==> src/rtl/lcd_pkg.sv <==
`default_nettype none
// ============================================================================
// Module   : lcd_pkg
// Brief    : HD44780 command bytes, line geometry and controller state codes.
// Revision : 1.0
// ============================================================================
package lcd_pkg;

    localparam logic [7:0] FUNC_8B_2L = 8'h38;
    localparam logic [7:0] DISP_ON    = 8'h0C;
    localparam logic [7:0] CLEAR      = 8'h01;
    localparam logic [7:0] ENTRY_INC  = 8'h06;
    localparam logic [7:0] CGRAM_BASE = 8'h40;
    localparam logic [7:0] DDRAM_L1   = 8'h80;
    localparam logic [7:0] DDRAM_L2   = 8'hC0;
    localparam int         LINE_LEN   = 40;

    typedef logic [2:0] ctrl_state_t;
    localparam ctrl_state_t ST_PWR     = 3'd0;
    localparam ctrl_state_t ST_INIT    = 3'd1;
    localparam ctrl_state_t ST_IDLE    = 3'd2;
    localparam ctrl_state_t ST_CG_ADDR = 3'd3;
    localparam ctrl_state_t ST_CG_DATA = 3'd4;
    localparam ctrl_state_t ST_CURSOR  = 3'd5;
    localparam ctrl_state_t ST_PLACE   = 3'd6;
    localparam ctrl_state_t ST_DONE    = 3'd7;

    typedef logic [1:0] phy_state_t;
    localparam phy_state_t PHY_IDLE  = 2'd0;
    localparam phy_state_t PHY_SETUP = 2'd1;
    localparam phy_state_t PHY_PULSE = 2'd2;
    localparam phy_state_t PHY_WAIT  = 2'd3;

    // Inputs never exceed 2*LINE_LEN-1, so one conditional subtract suffices.
    function automatic logic [5:0] wrap_col(input logic [6:0] c);
        logic [6:0] r;
        r = (c >= 7'(LINE_LEN)) ? (c - 7'(LINE_LEN)) : c;
        return r[5:0];
    endfunction

endpackage
`default_nettype wire

==> src/rtl/lcd_write_phy.sv <==
`default_nettype none
// ============================================================================
// Module   : lcd_write_phy
// Brief    : One timed HD44780 bus write: setup, E pulse, settle wait, ack.
// Revision : 1.0
// ============================================================================
module lcd_write_phy
    import lcd_pkg::*;
#(
    parameter int TICK_SETUP = 4,
    parameter int E_PULSE    = 25,
    parameter int CMD_WAIT   = 2500,
    parameter int CLR_WAIT   = 100000
) (
    input  logic       clk,
    input  logic       reset,
    input  logic       req_i,
    input  logic       is_data_i,
    input  logic [7:0] byte_i,
    output logic       ack_o,
    output logic       rs_o,
    output logic       enable_o,
    output logic [7:0] data_o
);

    localparam int MAX_A  = (TICK_SETUP > E_PULSE) ? TICK_SETUP : E_PULSE;
    localparam int MAX_B  = (CMD_WAIT > CLR_WAIT) ? CMD_WAIT : CLR_WAIT;
    localparam int MAX_C  = (MAX_A > MAX_B) ? MAX_A : MAX_B;
    localparam int CNT_W  = (MAX_C > 1) ? $clog2(MAX_C) : 1;

    phy_state_t       state_q, state_d;
    logic [CNT_W-1:0] cnt_q, cnt_d;
    logic [CNT_W-1:0] wait_last;
    logic             rs_q, rs_d, en_q, en_d, ack_q, ack_d;
    logic [7:0]       data_q, data_d;

    // A clear-display needs the long settle time; everything else the short one.
    assign wait_last = (!rs_q && data_q == CLEAR) ? CNT_W'(CLR_WAIT - 1)
                                                  : CNT_W'(CMD_WAIT - 1);

    always_comb begin
        state_d = state_q;
        cnt_d   = cnt_q + 1'b1;
        rs_d    = rs_q;
        data_d  = data_q;
        en_d    = en_q;
        ack_d   = 1'b0;
        case (state_q)
            PHY_IDLE: begin
                cnt_d = '0;
                if (req_i) begin
                    rs_d    = is_data_i;
                    data_d  = byte_i;
                    state_d = PHY_SETUP;
                end
            end
            PHY_SETUP: begin
                if (cnt_q == CNT_W'(TICK_SETUP - 1)) begin
                    state_d = PHY_PULSE;
                    cnt_d   = '0;
                    en_d    = 1'b1;
                end
            end
            PHY_PULSE: begin
                if (cnt_q == CNT_W'(E_PULSE - 1)) begin
                    state_d = PHY_WAIT;
                    cnt_d   = '0;
                    en_d    = 1'b0;
                end
            end
            PHY_WAIT: begin
                if (cnt_q == wait_last) begin
                    state_d = PHY_IDLE;
                    cnt_d   = '0;
                    ack_d   = 1'b1;
                end
            end
            default: state_d = PHY_IDLE;
        endcase
    end

    always_ff @(posedge clk or negedge reset) begin
        if (!reset) begin
            state_q <= PHY_IDLE;
            cnt_q   <= '0;
            rs_q    <= 1'b0;
            data_q  <= 8'h00;
            en_q    <= 1'b0;
            ack_q   <= 1'b0;
        end else begin
            state_q <= state_d;
            cnt_q   <= cnt_d;
            rs_q    <= rs_d;
            data_q  <= data_d;
            en_q    <= en_d;
            ack_q   <= ack_d;
        end
    end

    assign ack_o    = ack_q;
    assign rs_o     = rs_q;
    assign enable_o = en_q;
    assign data_o   = data_q;

endmodule
`default_nettype wire

==> src/rtl/lcd_glyph_ctrl.sv <==
`default_nettype none
// ============================================================================
// Module   : lcd_glyph_ctrl
// Brief    : Uploads custom glyphs to CGRAM and places them as a 2-row block.
// Revision : 1.0
// ============================================================================
module lcd_glyph_ctrl
    import lcd_pkg::*;
#(
    parameter int TICK_SETUP = 4,
    parameter int E_PULSE    = 25,
    parameter int CMD_WAIT   = 2500,
    parameter int CLR_WAIT   = 100000,
    parameter int PWR_WAIT   = 1000000,
    parameter int NUM_GLYPHS = 8,
    parameter int GLYPH_ROWS = 8,
    localparam int AW        = $clog2(NUM_GLYPHS * GLYPH_ROWS)
) (
    input  logic          clk,
    input  logic          reset,
    input  logic          start_i,
    input  logic [5:0]    col_i,
    input  logic [7:0]    glyph_data_i,
    output logic [AW-1:0] glyph_addr_o,
    output logic          busy_o,
    output logic          done_o,
    output logic          rs,
    output logic          rw,
    output logic          enable,
    output logic [7:0]    data
);

    localparam int TOTAL = NUM_GLYPHS * GLYPH_ROWS;
    localparam int HALF  = NUM_GLYPHS / 2;
    localparam int PWR_W = (PWR_WAIT > 1) ? $clog2(PWR_WAIT) : 1;

    ctrl_state_t      state_q, state_d;
    logic [PWR_W-1:0] pwr_q, pwr_d;
    logic [1:0]       idx_q, idx_d;
    logic [AW-1:0]    addr_q, addr_d;
    logic             fetch_q, fetch_d, inflight_q, inflight_d;
    logic             req_q, req_d, isdata_q, isdata_d;
    logic [7:0]       byte_q, byte_d;
    logic [5:0]       col_q, col_d, pcol_q, pcol_d;
    logic             pend_q, pend_d, half_q, half_d;
    logic [2:0]       k_q, k_d, k_nxt;
    logic [5:0]       cur_col;
    logic             issue_en, issue_data, phy_ack;
    logic [7:0]       issue_byte;

    assign k_nxt   = k_q + 3'd1;
    assign cur_col = wrap_col(7'(col_q) + 7'(k_q));

    // Byte to launch when no write is outstanding; CG_DATA waits one fetch
    // cycle so the ROM output reflects the freshly advanced address.
    always_comb begin
        issue_en   = 1'b0;
        issue_data = 1'b0;
        issue_byte = 8'h00;
        if (!inflight_q) begin
            case (state_q)
                ST_INIT: begin
                    issue_en   = 1'b1;
                    issue_byte = (idx_q == 2'd0) ? FUNC_8B_2L :
                                 (idx_q == 2'd1) ? DISP_ON : CLEAR;
                end
                ST_CG_ADDR: begin
                    issue_en   = 1'b1;
                    issue_byte = CGRAM_BASE;
                end
                ST_CG_DATA: begin
                    issue_en   = fetch_q;
                    issue_data = 1'b1;
                    issue_byte = glyph_data_i & 8'h1F;
                end
                ST_CURSOR: begin
                    issue_en   = 1'b1;
                    issue_byte = (half_q ? DDRAM_L2 : DDRAM_L1) | {2'b00, cur_col};
                end
                ST_PLACE: begin
                    issue_en   = 1'b1;
                    issue_data = 1'b1;
                    issue_byte = (half_q ? 8'(HALF) : 8'h00) + {5'b00000, k_q};
                end
                default: ;
            endcase
        end
    end

    always_comb begin
        state_d    = state_q;
        pwr_d      = pwr_q;
        idx_d      = idx_q;
        addr_d     = addr_q;
        fetch_d    = fetch_q;
        inflight_d = inflight_q;
        req_d      = 1'b0;
        isdata_d   = isdata_q;
        byte_d     = byte_q;
        col_d      = col_q;
        pcol_d     = pcol_q;
        pend_d     = pend_q;
        half_d     = half_q;
        k_d        = k_q;

        if (state_q != ST_IDLE && start_i) begin
            pend_d = 1'b1;
            pcol_d = col_i;
        end

        if (issue_en) begin
            req_d      = 1'b1;
            inflight_d = 1'b1;
            byte_d     = issue_byte;
            isdata_d   = issue_data;
            fetch_d    = 1'b0;
        end else if (state_q == ST_CG_DATA && !inflight_q) begin
            fetch_d = 1'b1;
        end

        if (inflight_q && phy_ack) begin
            inflight_d = 1'b0;
        end

        case (state_q)
            ST_PWR: begin
                if (pwr_q == PWR_W'(PWR_WAIT - 1)) begin
                    state_d = ST_INIT;
                    pwr_d   = '0;
                end else begin
                    pwr_d = pwr_q + 1'b1;
                end
            end
            ST_INIT: begin
                if (inflight_q && phy_ack) begin
                    if (idx_q == 2'd2) begin
                        idx_d   = 2'd0;
                        state_d = ST_IDLE;
                    end else begin
                        idx_d = idx_q + 2'd1;
                    end
                end
            end
            ST_IDLE: begin
                if (start_i || pend_q) begin
                    col_d   = wrap_col(7'(start_i ? col_i : pcol_q));
                    pend_d  = 1'b0;
                    addr_d  = '0;
                    state_d = ST_CG_ADDR;
                end
            end
            ST_CG_ADDR: begin
                if (inflight_q && phy_ack) begin
                    state_d = ST_CG_DATA;
                end
            end
            ST_CG_DATA: begin
                if (inflight_q && phy_ack) begin
                    if (addr_q == AW'(TOTAL - 1)) begin
                        half_d  = 1'b0;
                        k_d     = 3'd0;
                        state_d = ST_CURSOR;
                    end else begin
                        addr_d = addr_q + 1'b1;
                    end
                end
            end
            ST_CURSOR: begin
                if (inflight_q && phy_ack) begin
                    state_d = ST_PLACE;
                end
            end
            ST_PLACE: begin
                if (inflight_q && phy_ack) begin
                    if (k_nxt == 3'(HALF)) begin
                        k_d = 3'd0;
                        if (half_q) begin
                            state_d = ST_DONE;
                        end else begin
                            half_d  = 1'b1;
                            state_d = ST_CURSOR;
                        end
                    end else begin
                        k_d = k_nxt;
                        // DDRAM address would run off the line: re-aim at column 0.
                        if ((7'(col_q) + 7'(k_nxt)) == 7'(LINE_LEN)) begin
                            state_d = ST_CURSOR;
                        end
                    end
                end
            end
            ST_DONE: state_d = ST_IDLE;
            default: state_d = ST_PWR;
        endcase
    end

    always_ff @(posedge clk or negedge reset) begin
        if (!reset) begin
            state_q    <= ST_PWR;
            pwr_q      <= '0;
            idx_q      <= 2'd0;
            addr_q     <= '0;
            fetch_q    <= 1'b0;
            inflight_q <= 1'b0;
            req_q      <= 1'b0;
            isdata_q   <= 1'b0;
            byte_q     <= 8'h00;
            col_q      <= 6'd0;
            pcol_q     <= 6'd0;
            pend_q     <= 1'b0;
            half_q     <= 1'b0;
            k_q        <= 3'd0;
        end else begin
            state_q    <= state_d;
            pwr_q      <= pwr_d;
            idx_q      <= idx_d;
            addr_q     <= addr_d;
            fetch_q    <= fetch_d;
            inflight_q <= inflight_d;
            req_q      <= req_d;
            isdata_q   <= isdata_d;
            byte_q     <= byte_d;
            col_q      <= col_d;
            pcol_q     <= pcol_d;
            pend_q     <= pend_d;
            half_q     <= half_d;
            k_q        <= k_d;
        end
    end

    lcd_write_phy #(
        .TICK_SETUP (TICK_SETUP),
        .E_PULSE    (E_PULSE),
        .CMD_WAIT   (CMD_WAIT),
        .CLR_WAIT   (CLR_WAIT)
    ) u_phy (
        .clk       (clk),
        .reset     (reset),
        .req_i     (req_q),
        .is_data_i (isdata_q),
        .byte_i    (byte_q),
        .ack_o     (phy_ack),
        .rs_o      (rs),
        .enable_o  (enable),
        .data_o    (data)
    );

    assign glyph_addr_o = addr_q;
    assign busy_o       = (state_q != ST_IDLE);
    assign done_o       = (state_q == ST_DONE);
    assign rw           = 1'b0;

endmodule
`default_nettype wire

==> config.mk <==
export PLATFORM = sky130hd
export DESIGN_NAME = lcd_glyph_ctrl
export DESIGN_NICKNAME = d
export VERILOG_FILES = /design/src/rtl/lcd_pkg.sv /design/src/rtl/lcd_write_phy.sv /design/src/rtl/lcd_glyph_ctrl.sv
export SDC_FILE = /design/constraint.sdc
export NUM_CORES = 1
export LEC_CHECK = 0
export BUFFER_PORTS_ARGS = -buffer_cell sky130_fd_sc_hd__buf_4
export CAP_MARGIN = 20
export CORE_MARGIN = 2
export CORE_UTILIZATION = 61
export DETAILED_ROUTE_END_ITERATION = 16
export PLACE_DENSITY = 0.76
export SYNTH_ARGS = -nofsm -noshare
export SYNTH_HDL_FRONTEND = slang
export SYNTH_HIERARCHICAL = 1
export SYNTH_SLANG_ARGS = --single-unit
==> constraint.sdc <==
create_clock -name clk -period 2.9 [get_ports clk]
set_clock_uncertainty 0.15 [all_clocks]
set_input_delay 0.435 -clock clk [delete_from_list [all_inputs] [get_ports clk]]
set_output_delay 0.435 -clock clk [all_outputs]
set_load 0.01 [all_outputs]
### Yosys cells after proc, flatten, opt, wreduce, memory -nomap -nowiden

Index checks and enable logic that the tools add are counted.

* reductions and logical operators: 26
* $mul: 0
* bitwise logic cells: 1
* eq/ne operators: 37
* div/mod/pow operators: 0
* shift-type cells: 0
* magnitude comparators: 2
* mux-type cells: 65
* add/sub/neg operators: 10

Operators by type and width (count)
* 2-to-1 mux 17 bit: 4
* one-hot mux 17 bit (4 select lines): 1
* 2-to-1 mux 3 bit: 16
* 2-to-1 mux 6 bit: 7
* one-hot mux 8 bit (5 select lines): 1
* one-hot mux 3 bit (8 select lines): 1
* adder 20 x 1 -> 20 bit, second input constant: 1
* == test 20 bit, second input constant: 1
* 2-to-1 mux 20 bit: 1
* != test 2 bit, second input constant: 10
* 2-to-1 mux 1 bit: 19
* adder 17 x 1 -> 17 bit, second input constant: 1
* == test 17 bit: 1
* == test 17 x 2 -> 1 bit, second input constant: 1
* == test 17 x 5 -> 1 bit, second input constant: 1
* == test 3 bit, second input constant: 5
* adder 6 x 3 -> 7 bit: 2
* 2-to-1 mux 2 bit: 6
* one-hot mux 6 bit (2 select lines): 1
* AND reduction 4 bit: 3
* subtractor 6 bit, second input constant: 2
* != test 2 x 1 -> 1 bit, second input constant: 5
* AND reduction 10 bit: 1
* nonzero test 2 bit: 5
* 32 further kinds: 45

* latch bits: 0
* RAM bits: 0
* memories kept: 0
* memory bits (read-only): 0
* flip-flop bits (word level): 90
* input port bits: 17

### Depth between registers and ports, before layout

Gate-level depths: netlist (run 1).

* word-level depth: 7
* depth in mapped cells: 13
* depth with buffers taken out: 13

### Hierarchy

Netlist (run 1), hierarchy kept.

By module, submodules not included
* lcd_glyph_ctrl: area an instance 3598.5 sq um, instances 1, seq. area each 1501.4 sq um, cells each 381
* lcd_write_phy: area an instance 1517.7 sq um, instances 1, seq. area each 750.7 sq um, cells each 142

### Worst setup path before layout (run 1)

No wires, ideal clock.

* kind: register -> register
* from: register k_q[0]
* to: register state_q[1] (netlist name)
* library setup time: 0.128 ns
* data required time: 2.622 ns
* setup slack: 0.284 ns
* cell stages (with the launch flop): 10
* data arrival time: 2.339 ns
* cells stage by stage: dfrtp_1 > ha_1 > inv_1 > fa_1 > and4bb_1 > o21ai_0 > or3_1 > nand4b_1 > nand3_1 > mux2_1

RTL lines
* from (decl): RTL line lcd_glyph_ctrl.sv:46 `logic [2:0] k_q, k_d, k_nxt;`
* from (signal assigned): RTL line lcd_glyph_ctrl.sv:227 `k_q <= k_d;`

==> results.cfg, run 1 <==
[sta]
tightest_slew_ns = 0.8413
setup_viol = 0
slew_headroom = 0.4392
layout_min_cycle_time_ns = 2.793
fin_tns_setup_ns = 0
fin_crit_sh = 0.9632
clock.fmax_ghz = 0.3580
drv_slew = 0
finalHoldViolations = 0
rsz0062_at_grt = true
holdWs_ns = 0.02109

[finish]
area_delta_synth_final_pct = 10.96
drive_gt1_frac = 0.1622
fin_area_um2 = 5677
antenna_cells = 0
fin_nets = 596

[grt]
grt_max_degree = 67
grtUsageTotal = 0.2401
grt_pass1_vias = 3741
grt_overflow = 0
grt_pass1_wl_um = 17220
antenna_found_initial = 0

[synthesis]
ys_top_cells_by_area = dfrtp_1 (44%), ha_1 (5.1%), mux2_2 (4.0%), xor2_1 (3.9%), nand2_1 (3.5%)
synth_cells = 523
syn_area_per_cell_um2 = 9.782
synth_cell_type_count = 66
yosys_register_bits = 90
ys.flop_type = dfrtp_1
async_flop_share = 1.000
yosysWarnings = 6
syn_nets = 563
yosysTopAreaCellShare = 0.4402
synth_top_area_cell = dfrtp_1
ys_seq_area_frac = 0.4402
netlist_area_um2 = 5116
yosys-top-cells-count = dfrtp_1 (90), nand2_1 (48), nor2_1 (48)
yosysMostFrequentCell = dfrtp_1
synth-edff-count = 0

[drt]
vias = 3920
wl_um = 10280
initialDrtViolationCount = 165
antenna_left = 0
dr_wl_met3_um = 286
viasPerCell = 5.886
firstDrtPassIters = 6
top_layer = met4
met1Wirelength_um = 4613
wl_met2_um = 5283
wl_per_cell_um = 15.43
drc = 0

[power_and_ir_drop]
ir_worst_vdd_uv = 265.8
p_per_area_nw_per_um2 = 390.9
p_int_w = 0.001735
leakage_nw = 2.534
combPwrFrac = 0.035
switching_share = 0.2181
clockPowerShare = 0.394
power.share.sequential = 0.571
total_power_w = 0.002219
power.switching_w = 0.0004839

[setup_path]
worst_ep_required_time_ns = 3.00
crit_type = reg2reg
end_kind = register
arrival_ns = 2.89
cp-start-kind = register
path_max_fanout = 5

[clock_network]
hold_buffers = 0
cts_tree = built
clock-sinks = 90
clockBufferDepth = 2
clk_pin_slew_ns = 0.09
cts-root-buf = clkbuf_8
cts_made_buffers = 9
clk_latency_ns = 0.36
htreeDepth = 3

[run_status]
outcome = completed

[die]
die_x_um = 95.58
boundaryPins = 36
core_um2 = 8175
die_area_um2 = 9136
start_util = 0.6258
die_y_um = 95.58
rows = 33

[place]
dp_hpwl_um = 7455
placed_area_um2 = 5443
place.gp.congestion = 0.8764
port_buffers = 31

[job]
cap_viol_max_count = 0

[min_path]
min_path_type = in2async
[stage by stage]
stage                 util  setup slack (ns)  instances
finish              0.6944            0.1068        666
global route        0.6944          -0.04240        666
CTS                 0.6907           0.01762        664
detailed placement  0.6657           0.03171        648
global placement    0.6657            0.1340        648
floorplan                -            0.2836        523
[cell usage in the layout, fill, tap and decap left out, types with 3 or more instances in the layout]
master,n
clkinv_2,3
o21ai_0,26
a21oi_1,18
nand4_1,10
nor3_1,11
and4_1,4
and2_1,3
o21ai_1,8
inv_1,19
clkbuf_8,11
xnor2_1,16
o2111ai_1,3
nor2_1,48
a31oi_1,5
mux2i_1,15
nand2b_1,5
o22ai_1,5
a21o_1,3
o31ai_1,3
nor4_1,5
nand2_1,48
ha_1,20
xor2_1,23
or3_1,4
dfrtp_1,88
mux2_2,18
nor2b_1,8
nand3_1,30
and3_1,10
buf_4,41
[layout make-up]
cell class	count	area, um2
clock buffer	11	151.4
clock inverter	5	52.55
fill	652	2499
inverter	21	78.83
multi-input combinational	393	2700
sequential	90	2255
tap	105	131.4
timing repair buffer	41	307.8
[state kept, by name (all words and copies together) (netlist names), 3 cells and up]
signal        cells
glyph_addr_o      6
byte_q            8
u_phy/data_o      8
state_q           3
col_q             6
pcol_q            6
u_phy/cnt_q      17
k_q               3
pwr_q            20
[logic make-up (layout without fill, tap and decap cells)]
family | after synthesis | count (layout) | synth area share
buffers and inverters | 40 | 78 | 0.03448
xor gates and xnor gates | 39 | 39 | 0.06676
DFF | 90 | 90 | 0.4402
muxes | 35 | 35 | 0.07337
other | 1 | 1 | 0.0007330
AOI/OAI and AO/OA | 91 | 91 | 0.1159
and+or+nand+nor | 204 | 204 | 0.2093
adders and majority gates | 23 | 23 | 0.05918
[what timing repair did]
item	in CTS	in global routing
resized for setup	0	4
setup endpoints to repair	0	4
buffers inserted	0	2
[worst max-delay path, stage by stage, from the launching register on]
cell	delay (ns)
dfrtp_2	0.44
ha_1	0.24
xor2_1	0.26
ha_1	0.31
and3_1	0.20
a211oi_1	0.31
o2111ai_1	0.16
nand4b_1	0.14
nand3_1	0.14
mux2_1	0.33
[routing by layer]
layer,GRT usage,up-vias
li1,-,1925
met1,0.3079,1933
met2,0.4073,52
met3,0.06008,10
met4,0.06190,0
met5,0,-
[path summary, 6_finish.rpt]
path                                  startpoint                endpoint  slack [ns]  cells after the start
max                           k_q[0]$_DFFE_PN0P_  state_q[1]$_DFFE_PN0P_        0.11                      9
min reg2reg                byte_q[0]$_DFFE_PN0P_   byte_q[0]$_DFFE_PN0P_        0.33                      2
max in group asynchronous                  reset      k_q[1]$_DFFE_PN0P_        1.86                      2
min in group clk                        col_i[0]   pcol_q[0]$_DFFE_PN0P_        0.16                      2
max reg2reg                   k_q[0]$_DFFE_PN0P_  state_q[1]$_DFFE_PN0P_        0.11                      9
min                                        reset    pwr_q[8]$_DFFE_PN0N_        0.02                      1
[power by group through the flow]
stage / logic, W / registers, W / clock network, W
after floorplan: 0.0000336 / 0.00129 / 0
after global placement: 0.0000770 / 0.00129 / 0
after detailed placement: 0.0000799 / 0.00129 / 0
after CTS: 0.0000802 / 0.00127 / 0.000893
after global routing: 0.0000873 / 0.00127 / 0.000939
final: 0.0000775 / 0.00127 / 0.000875
(Power assumes the default switching activity.)
==> inputs of run 2 (changes only) <==
REMOVE_ABC_BUFFERS = 1   (was unset)
==> run 2 against run 1 <==
Utilization grew 0.96 points. Clock power grew 10%. Clock-buffer cell count is the same. Global-route usage grew 0.39 points. Highest routed layer unchanged. Cell area grew 1.4%. Sequential power is essentially flat. Critical endpoint unchanged. First-iteration DRC count grew 4.8%. Sequential share of layout area shrank 0.57 points. Combinational power grew 3.1%. Via count grew 0.79%.
==> results.cfg, run 2 (synthesized netlist as in run 1, its figures left out) <==
[run_status]
outcome = completed

[die]
rows = 33
die_area_um2 = 9136
die_x_um = 95.58
start_util = 0.6258
boundaryPins = 36
die_y_um = 95.58
core_um2 = 8175

[setup_path]
cp-start-kind = register
end_kind = register
rr_worst_depth = 10
path_max_fanout = 4
arrival_ns = 2.88
r2r_slack_ns = 0.11
worst_ep_required_time_ns = 2.99
crit_type = reg2reg

[finish]
largest_reg_flops = 20
top_register = pwr_q
post_layout_nonfiller_instances = 666
area_delta_synth_final_pct = 12.50
layout.cells.most_common = dfrtp_1
reg_top3 = pwr_q: 20 flops, u_phy/cnt_q: 17 flops
fin_area_um2 = 5756
n_fill_cell = 635
fin_nets = 597
antenna_cells = 0
final_cell_mix = dfrtp_1 (89), nand2_1 (48), nor2_1 (47)
drive_gt1_frac = 0.1729

[place]
dp.cells = 646
placed_area_um2 = 5440
port_buffers = 31
place.gp.congestion = 0.8872
dp_hpwl_um = 7438

[drt]
vias = 3951
wl_per_cell_um = 15.61
wl_um = 10400
firstDrtPassIters = 4
antenna_left = 0
viasPerCell = 5.932
initialDrtViolationCount = 173
drc = 0

[clock_network]
clk_pin_slew_ns = 0.09
cts-root-buf = clkbuf_8
htreeDepth = 3
clk_latency_ns = 0.36
clock-sinks = 90
clockBufferDepth = 2
cts_tree = built
cts_made_buffers = 9

[sta]
finalHoldViolations = 0
tightest_slew_ns = 0.6977
drv_slew = 0
fin_crit_sh = 0.9633
slew_headroom = 0.5349
layout_min_cycle_time_ns = 2.793
setup_viol = 0
clock.fmax_ghz = 0.3580

[job]
cap_viol_max_count = 0

[power_and_ir_drop]
leakage_nw = 2.546
total_power_w = 0.002312
ir_worst_vdd_uv = 250.5
p_per_area_nw_per_um2 = 401.8

[grt]
grtUsageTotal = 0.2440
antenna_found_initial = 0
grt_pass1_wl_um = 17550
grt_pass1_vias = 3817
grt_overflow = 0
grt_max_degree = 51

[min_path]
min_path_type = in2reg
hold_depth = 2
==> run 2: stage by stage <==
stage,setup slack (ns),hold WS (ns),setup TNS (ns),utilization
finish,0.1065,0.1606,0,0.7040
global route,-0.02382,0.1583,-0.03676,0.7040
floorplan,0.2827,-0.01059,0,-
global placement,0.1387,0.2953,0,0.6654
detailed placement,0.01083,0.3052,0,0.6654
CTS,0.009636,0.1490,0,0.6944
==> run 2: repair_timing <==
action / in CTS / in global routing
hold buffers: 1 / 0
setup endpoints to repair: 0 / 4
gates resized for setup: 0 / 12
endpoints found under the hold margin: 40 / 0
buffers inserted: 0 / 4
==> run 2: critical path, cell delays in order, from the launching register on <==
cell and delay [ns]:
dfrtp_2 0.43, buf_4 0.15, ha_4 0.27, inv_1 0.05, fa_1 0.50, and4bb_1 0.22, o21ai_0 0.07, or3_1 0.30
nand4b_1 0.13, nand3_2 0.10, mux2_1 0.32
==> run 2: area by class of cell <==
| type | count | area, um2 | area share |
|---|---|---|---|
| clock buffers | 11 | 151.4 | 0.02630 |
| clock inverters | 4 | 75.07 | 0.01304 |
| inverters | 21 | 78.83 | 0.01370 |
| multi-input cells | 393 | 2735 | 0.4752 |
| flip-flops and latches | 90 | 2253 | 0.3915 |
| well taps | 105 | 131.4 | 0.02283 |
| repair buffers | 42 | 330.3 | 0.05739 |
==> run 2: worst paths after layout <==
kind,start,to
max,k_q[0]$_DFFE_PN0P_,state_q[1]$_DFFE_PN0P_
min,col_i[3],pcol_q[3]$_DFFE_PN0P_
max reg2reg,k_q[0]$_DFFE_PN0P_,state_q[1]$_DFFE_PN0P_
min reg2reg,byte_q[7]$_DFFE_PN0P_,byte_q[7]$_DFFE_PN0P_
max in group asynchronous,reset,col_q[0]$_DFFE_PN0P_
min in group asynchronous,reset,u_phy/cnt_q[9]$_DFF_PN0_
==> run 2: power by group <==
part,leakage (nW),internal [W],switching [W]
logic,1.24,0.0000342,0.0000458
clock network,0.108,0.000528,0.000438
registers,1.20,0.00126,0.00000427
total,2.55,0.00182,0.000488
==> run 2: layer usage <==
metal | part of all wire | track usage | wire [um] | vias to the layer above
li1 | - | - | - | 1922
met1 | 0.44 | 0.3213 | 4590 | 1934
met2 | 0.51 | 0.4143 | 5345 | 80
met3 | 0.031 | 0.04269 | 321 | 15
met4 | 0.013 | 0.06905 | 136 | 0
met5 | 0 | 0 | 0 | -
